### src/rtl/fpdiv_res_queue.sv
// fpdiv_res_queue: result FIFO behind the FP divider.
// Buffers up to DEPTH finished results with their exception flags.
// On dequeue, f16 and f32 results are NaN-boxed to the full register width.
// It also keeps a sticky OR of the flags of every dequeued result for fcsr.fflags.
//
// Handshake semantics (both ports):
//   - A transfer fires on a rising clk edge where valid and ready are both 1.
//   - enq_ready_o depends only on registered occupancy, never on deq_ready_i.
//   - deq_valid_o depends only on registered occupancy, never on enq_valid_i.
//   - There is no flow-through. An entry accepted at edge N is first offered in cycle N+1.
module fpdiv_res_queue #(
    parameter int DEPTH    = 4,
    parameter int RES_W    = 64,
    parameter int FFLAGS_W = 5,
    parameter int PTR_W    = $clog2(DEPTH),
    parameter int CNT_W    = $clog2(DEPTH) + 1
) (
    input  logic                clk,
    input  logic                rst_n,
    input  logic                flush_i,
    input  logic                enq_valid_i,
    output logic                enq_ready_o,
    input  logic [1:0]          enq_fp_format_i,
    input  logic [RES_W-1:0]    enq_res_i,
    input  logic [FFLAGS_W-1:0] enq_fflags_i,
    output logic                deq_valid_o,
    input  logic                deq_ready_i,
    output logic [RES_W-1:0]    deq_res_o,
    output logic [FFLAGS_W-1:0] deq_fflags_o,
    output logic [FFLAGS_W-1:0] fflags_acc_o,
    input  logic                fflags_clr_i,
    output logic [CNT_W-1:0]    count_o
);

    // Format codes as produced by the divider.
    localparam logic [1:0] FMT_F16 = 2'd0;
    localparam logic [1:0] FMT_F32 = 2'd1;

    typedef struct packed {
        logic [1:0]          fmt;
        logic [RES_W-1:0]    res;
        logic [FFLAGS_W-1:0] flags;
    } entry_t;

    // Storage. It is deliberately left without a reset; the valid window comes from count_q.
    entry_t mem_q [DEPTH];

    logic [PTR_W-1:0]    wr_ptr_q, wr_ptr_d;
    logic [PTR_W-1:0]    rd_ptr_q, rd_ptr_d;
    logic [CNT_W-1:0]    count_q,  count_d;
    logic [FFLAGS_W-1:0] acc_q,    acc_d;

    logic   enq_fire;
    logic   deq_fire;
    entry_t head;
    entry_t enq_entry;

    // Handshake status comes from registered occupancy only.
    always_comb begin
        enq_ready_o = (count_q != CNT_W'(DEPTH));
        deq_valid_o = (count_q != '0);
        enq_fire    = enq_valid_i & enq_ready_o;
        deq_fire    = deq_valid_o & deq_ready_i;
        head        = mem_q[rd_ptr_q];
        enq_entry   = '{fmt: enq_fp_format_i, res: enq_res_i, flags: enq_fflags_i};
    end

    // Head presentation: NaN-box narrow formats, and force zero while the queue is empty.
    always_comb begin
        deq_res_o    = '0;
        deq_fflags_o = '0;
        if (deq_valid_o) begin
            deq_fflags_o = head.flags;
            case (head.fmt)
                FMT_F16: deq_res_o = {{(RES_W-16){1'b1}}, head.res[15:0]};
                FMT_F32: deq_res_o = {{(RES_W-32){1'b1}}, head.res[31:0]};
                default: deq_res_o = head.res;
            endcase
        end
    end

    // Next-state pointers, occupancy and sticky flags.
    // A flush discards any transfer in the same cycle but keeps the flag accumulation.
    always_comb begin
        wr_ptr_d = wr_ptr_q;
        rd_ptr_d = rd_ptr_q;
        count_d  = count_q;
        acc_d    = fflags_clr_i ? '0 : acc_q;
        if (flush_i) begin
            wr_ptr_d = '0;
            rd_ptr_d = '0;
            count_d  = '0;
        end else begin
            if (enq_fire) begin
                wr_ptr_d = wr_ptr_q + 1'b1;
            end
            if (deq_fire) begin
                rd_ptr_d = rd_ptr_q + 1'b1;
                // A clear in the same cycle still lets the dequeued flags through.
                acc_d    = acc_d | head.flags;
            end
            case ({enq_fire, deq_fire})
                2'b10:   count_d = count_q + 1'b1;
                2'b01:   count_d = count_q - 1'b1;
                default: count_d = count_q;
            endcase
        end
    end

    // Control registers, with synchronous active-low reset.
    always_ff @(posedge clk) begin
        if (!rst_n) begin
            wr_ptr_q <= '0;
            rd_ptr_q <= '0;
            count_q  <= '0;
            acc_q    <= '0;
        end else begin
            wr_ptr_q <= wr_ptr_d;
            rd_ptr_q <= rd_ptr_d;
            count_q  <= count_d;
            acc_q    <= acc_d;
        end
    end

    // Entry storage write. No write happens on a flushed enqueue.
    always_ff @(posedge clk) begin
        if (rst_n && enq_fire && !flush_i) begin
            mem_q[wr_ptr_q] <= enq_entry;
        end
    end

    assign fflags_acc_o = acc_q;
    assign count_o      = count_q;

endmodule

### config.mk
export PLATFORM = sky130hd
export DESIGN_NAME = fpdiv_res_queue
export DESIGN_NICKNAME = d
export VERILOG_FILES = /design/src/rtl/fpdiv_res_queue.sv
export SDC_FILE = /design/constraint.sdc
export NUM_CORES = 1
export LEC_CHECK = 0
export CORE_ASPECT_RATIO = 1.75
export CORE_UTILIZATION = 25
export DETAILED_ROUTE_END_ITERATION = 8
export MAX_ROUTING_LAYER = met4
export PLACE_DENSITY = 0.44
export SETUP_SLACK_MARGIN = 0.05
export SKIP_CTS_REPAIR_TIMING = 1
export SYNTH_ARGS = -nofsm -noshare
export SYNTH_HDL_FRONTEND = slang
export SYNTH_SLANG_ARGS = --single-unit
### constraint.sdc
create_clock -name clk -period 3.15 [get_ports clk]
set_input_delay 0.4725 -clock clk [delete_from_list [all_inputs] [get_ports clk]]
set_output_delay 0.4725 -clock clk [all_outputs]
set_load 0.005 [all_outputs]
After elaboration in Yosys (flattened, before gate mapping). Memory sizes are Yosys's and may differ from the RTL's. A register that Yosys moved wholly into a read port is not among the register bits. Index checks and enable logic that the tools add are counted.

Register bits after elaboration: 12. Word-level logic and storage cells: 35. Memory bits (writable): 284. Output and inout bits: 79. Input bits: 77. Memories kept: 1.

Memory list: mem_q (words 4, width 71, rd ports 1, clocked after memory_dff 1, write ports 1, RTL line 46) `entry_t mem_q [DEPTH];`.

Bitwise gates (word level): 4. Reduce and logical (&&, ||, !) cells: 7. Multiplexer cells: 11. $add $sub $neg: 4. Equal/unequal tests: 4.

Operator list (number): $pmux W64 S2 (1); $mux W64 (1); $mux W5 (4); $pmux W3 S2 (1); $or A5 B5 Y5 (1); $add A2 B1 Y2 const B (2); $eq A2 B1 Y1 const B (2); $mux W2 (2); $add A3 B1 Y3 const B (1); $ne A3 B3 Y1 const B (1); $reduce_bool A3 Y1 (1); $sub A3 B1 Y3 const B (1); $and A1 B1 Y1 (2); $eq A2 B2 Y1 const B (1); $logic_and A1 B1 Y1 (2); $logic_not A2 Y1 (1); $mux W1 (2); $reduce_bool A2 Y1 (1); $reduce_or A2 Y1 (1); $logic_not A1 Y1 (1); $not A1 Y1 (1).

Logic depth before layout (Yosys ltp).
Depth in word-level cells: 6. Mapped depth: 9. Gate-level depth less buffers: 9.

Least setup slack after synthesis. Ideal clock, no wire load.

Kind: input -> register. Start point: in flush_i. End point: mem mem_q[2][0] (netlist bit), enable pin. Library setup time: 0.437 ns. Stages: 4. Setup slack: 0.012 ns. Path buffers: 1. Required time: 2.713 ns. Arrival: 2.701 ns. Path through: nand2b_1 clkbuf_1 nor3_1 and2_1.

Word-level cells in the longest chain between the ends: 4.

Ends and longest elaborated chain: from (decl) (RTL line 20) `input logic flush_i,`; $logic_not A1 Y1 (RTL line 127) `if (rst_n && enq_fire && !flush_i) begin`; $logic_and A1 B1 Y1 (RTL line 127); $mux W1 (RTL line 127); $mux W1 (not written as such) (RTL line 128) `mem_q[wr_ptr_q] <= enq_entry;`; to (decl) (RTL line 46).

Every way passes these cells.

Worst setup path in the final report.
Start point: reg count_q[1] (netlist: count_o[1]). End point: out deq_res_o[34].

Word-level cells in the longest chain between the ends: 2.

Ends and longest elaborated chain: from (decl) (RTL line 50) `logic [CNT_W-1:0] count_q, count_d;`; from (signal assigned) (RTL line 120) `count_q <= count_d;`; $reduce_bool A3 Y1 (RTL line 61) `deq_valid_o = (count_q != '0);`; $mux W64 (RTL line 72) `if (deq_valid_o) begin`; to (decl) (RTL line 28) `output logic [RES_W-1:0] deq_res_o,`.

Every way passes these cells.

==> reports/results.txt <==
Die W = 164 µm
Slew @ Worst Pin = 0.551 ns
Register bit count reported by yosys = 298
Avg WL per Cell = 21.8 µm
Area share of the largest cell type after synthesis = 74.1%
CTS buffer count = 27
Setup_tns = 0 ns
FP Rows = 103
Max Slew Vio Count = 0
Post-route design area = 14800 µm²
Post-synthesis net count = 611
Highest Clock Rate = 0.335 GHz
Core Region = 45200 µm²
CP Capture Type = output port
Pwr/cell area = 562 nW/µm²
Post-DP Area = 13800 µm²
Gr ovfl total = 0
Data required, critical path = 2.68 ns
CTS Sinks = 298
CTS tree = yes
Hold Vio Cnt, Final = 0
Via Count = 5687
Final #Nets = 780
Post-route ant nets = 0
Fraction of layout cells with a size suffix above 1 = 18.7%
# port buffers = 155
DIE AREA = 46900 µm²
Antenna violations before repair = 1
Core Util, Final = 32.7%
Final wirelength = 28200 µm
Clock Skew = 0.00919 ns
Die height = 286 µm
H-tree depth = 1
Later-pin clock latency in the skew report = 0.54 ns
Drt drc = 0
Ports = 156
Maximum vdd drop = 0.311 mV
Max clock buf depth = 3
Cell Area, Synth = 11500 µm²
Critical-path maximum fanout = 31
Drt pass-1 iters = 4
Unrepaired setup endpoints after global routing = yes
Largest net degree at the start of global routing = 72
Fin crit share = 94.8%
Initial Util = 25.4%
Avg Cell Area, Syn = 21.8 µm²
Post-synth top area cell = edfxtp_1
Post-synthesis cell type count = 30
Hold Crit Class = flip-flop to flip-flop
Max transition margin = 62.8%
GPL Wtd Cong = 0.696
Vias/cell = 4.39
Status = finished, final reports clean
GRT Overall Usage = 12.1%
Worst Path Arrival = 2.51 ns
First-pass GRT wire length = 40400 µm
Post-detail-place hpwl = 16500 µm
Number of global-route vias before repair = 6322
Register clock-pin slew on the reported worst setup and hold paths = 0.07 ns
Sequential element share of the synthesized area = 76.6%
Crit path kind = flip-flop to output port
Final setup fails = 0
Hold Worst Slack = 0.529 ns
Post-layout min period = 2.98 ns
YS warnings = 0
Startpoint types = flip-flop
Maxcap violations = 0
Pleak = 4.50 nW
Clock root buffer = clkbuf_16
Top post-synthesis cells by area = edfxtp_1 (74%), mux4_2 (14%), o21a_1 (3.1%)
Area growth, synth to finish = 28.6%
Detailed Route Iter0 Violations = 289
Gate Count Post-Synth = 528
## worst paths after layout
| path | slack (ns) | cells after the start | from | end |
|---|---|---|---|---|
| worst max-delay path | 0.17 | 4 | count_o[1]$_SDFFE_PP0P_ | deq_res_o[34] |
| worst min-delay path | 0.53 | 2 | fflags_acc_o[4]$_SDFF_PN0_ | fflags_acc_o[4]$_SDFF_PN0_ |
| worst max register to register | 0.49 | 9 | count_o[2]$_SDFFE_PP0P_ | count_o[2]$_SDFFE_PP0P_ |
| worst min register to register | 0.53 | 2 | fflags_acc_o[4]$_SDFF_PN0_ | fflags_acc_o[4]$_SDFF_PN0_ |
## cell type report
cell class / count / area, µm²
Antenna cell: 1 / 2.50
Timing Repair Buffer: 168 / 1820
Fill cell: 4273 / 30400
Multi-Input combinational cell: 193 / 2500
Tap cell: 577 / 722
Inverter: 9 / 33.8
Clock inverter: 19 / 219
Sequential cell: 298 / 8820
Clock buffer: 29 / 683
## critical path, cell delays in order, from the launching register on
cell	delay (ns)
dfxtp_1	0.59
or3_4	0.37
buf_12	0.22
o21a_1	0.22
clkdlybuf4s50_1	0.53
## cells in the mapped netlist
| master | n |
|---|---|
| ha_1 | 5 |
| o21a_1 | 48 |
| or3_1 | 2 |
| mux2i_1 | 2 |
| o21ai_0 | 3 |
| nand2_1 | 1 |
| mux4_2 | 70 |
| dfxtp_1 | 14 |
| edfxtp_1 | 284 |
| xnor2_1 | 1 |
| nand2b_1 | 1 |
| mux2_2 | 1 |
| o31a_1 | 1 |
| mux4_1 | 1 |
| nor2b_1 | 5 |
| nor2_4 | 1 |
| nor2_1 | 6 |
| o311ai_0 | 1 |
| xor2_1 | 3 |
| clkbuf_1 | 10 |
| nand3_1 | 2 |
| and2_1 | 25 |
| buf_6 | 8 |
| a21oi_1 | 4 |
| inv_1 | 9 |
| nor3_1 | 1 |
| nor3b_1 | 1 |
| buf_2 | 12 |
| a32oi_1 | 5 |
| fa_1 | 1 |
## sequential cells by signal, indices dropped and copies added, names as in the netlist, named ones only
name and cells:
rd_ptr_q 2, count_o 3, mem_q 284, fflags_acc_o 5
wr_ptr_q 2
## layout by cell type, fill, tap and decap left out, drive strengths merged, types with 7 or more instances in the layout
cell type,netlist,final
edfxtp,284,284
clkdlybuf4s50,0,155
mux4,71,71
o21a,48,48
clkbuf,10,30
and2,25,25
dfxtp,14,14
buf,20,12
clkinv,0,12
inv,9,10
nor2,7,7
## per-stage QoR
step / instances / total power [W] / setup slack, ns
2_1_floorplan: 528 / 0.00467 / 0.784
3_3_place_gp: 1241 / 0.00503 / 0.516
3_5_place_dp: 1241 / 0.00504 / 0.365
4_1_cts: 1289 / 0.00842 / -0.0153
5_1_grt: 1294 / 0.00861 / 0.0481
6_report: 1294 / 0.00832 / 0.165
## power by group
part / total, W / leakage, nW / switching [W] / internal [W]
sequential: 0.00439 / 2.68 / 0.0000161 / 0.00438
clock: 0.00337 / 0.443 / 0.00139 / 0.00197
combinational: 0.000564 / 1.38 / 0.000249 / 0.000315
total: 0.00832 / 4.50 / 0.00166 / 0.00666
## logic make-up (layout without fill, tap and decap cells)
| logic type | after synthesis | after routing | share of synthesized area, % |
|---|---|---|---|
| AOI/OAI and AO/OA | 62 | 62 | 3.97 |
| other | 0 | 1 | 0 |
| muxes | 74 | 74 | 14.2 |
| and+or+nand+nor | 45 | 47 | 2.32 |
| buffers and inverters | 39 | 225 | 1.93 |
| DFF | 298 | 298 | 76.6 |
| adders and majority gates | 6 | 6 | 0.718 |
| xor gates and xnor gates | 4 | 4 | 0.305 |
## per-layer routing
layer  global-route usage (%)  wire, µm
met3                     1.80      1200
met5                        -         0
met4                     3.63       523
met2                     21.7     15500
met1                     13.7     11000
(Power assumes the default switching activity.)
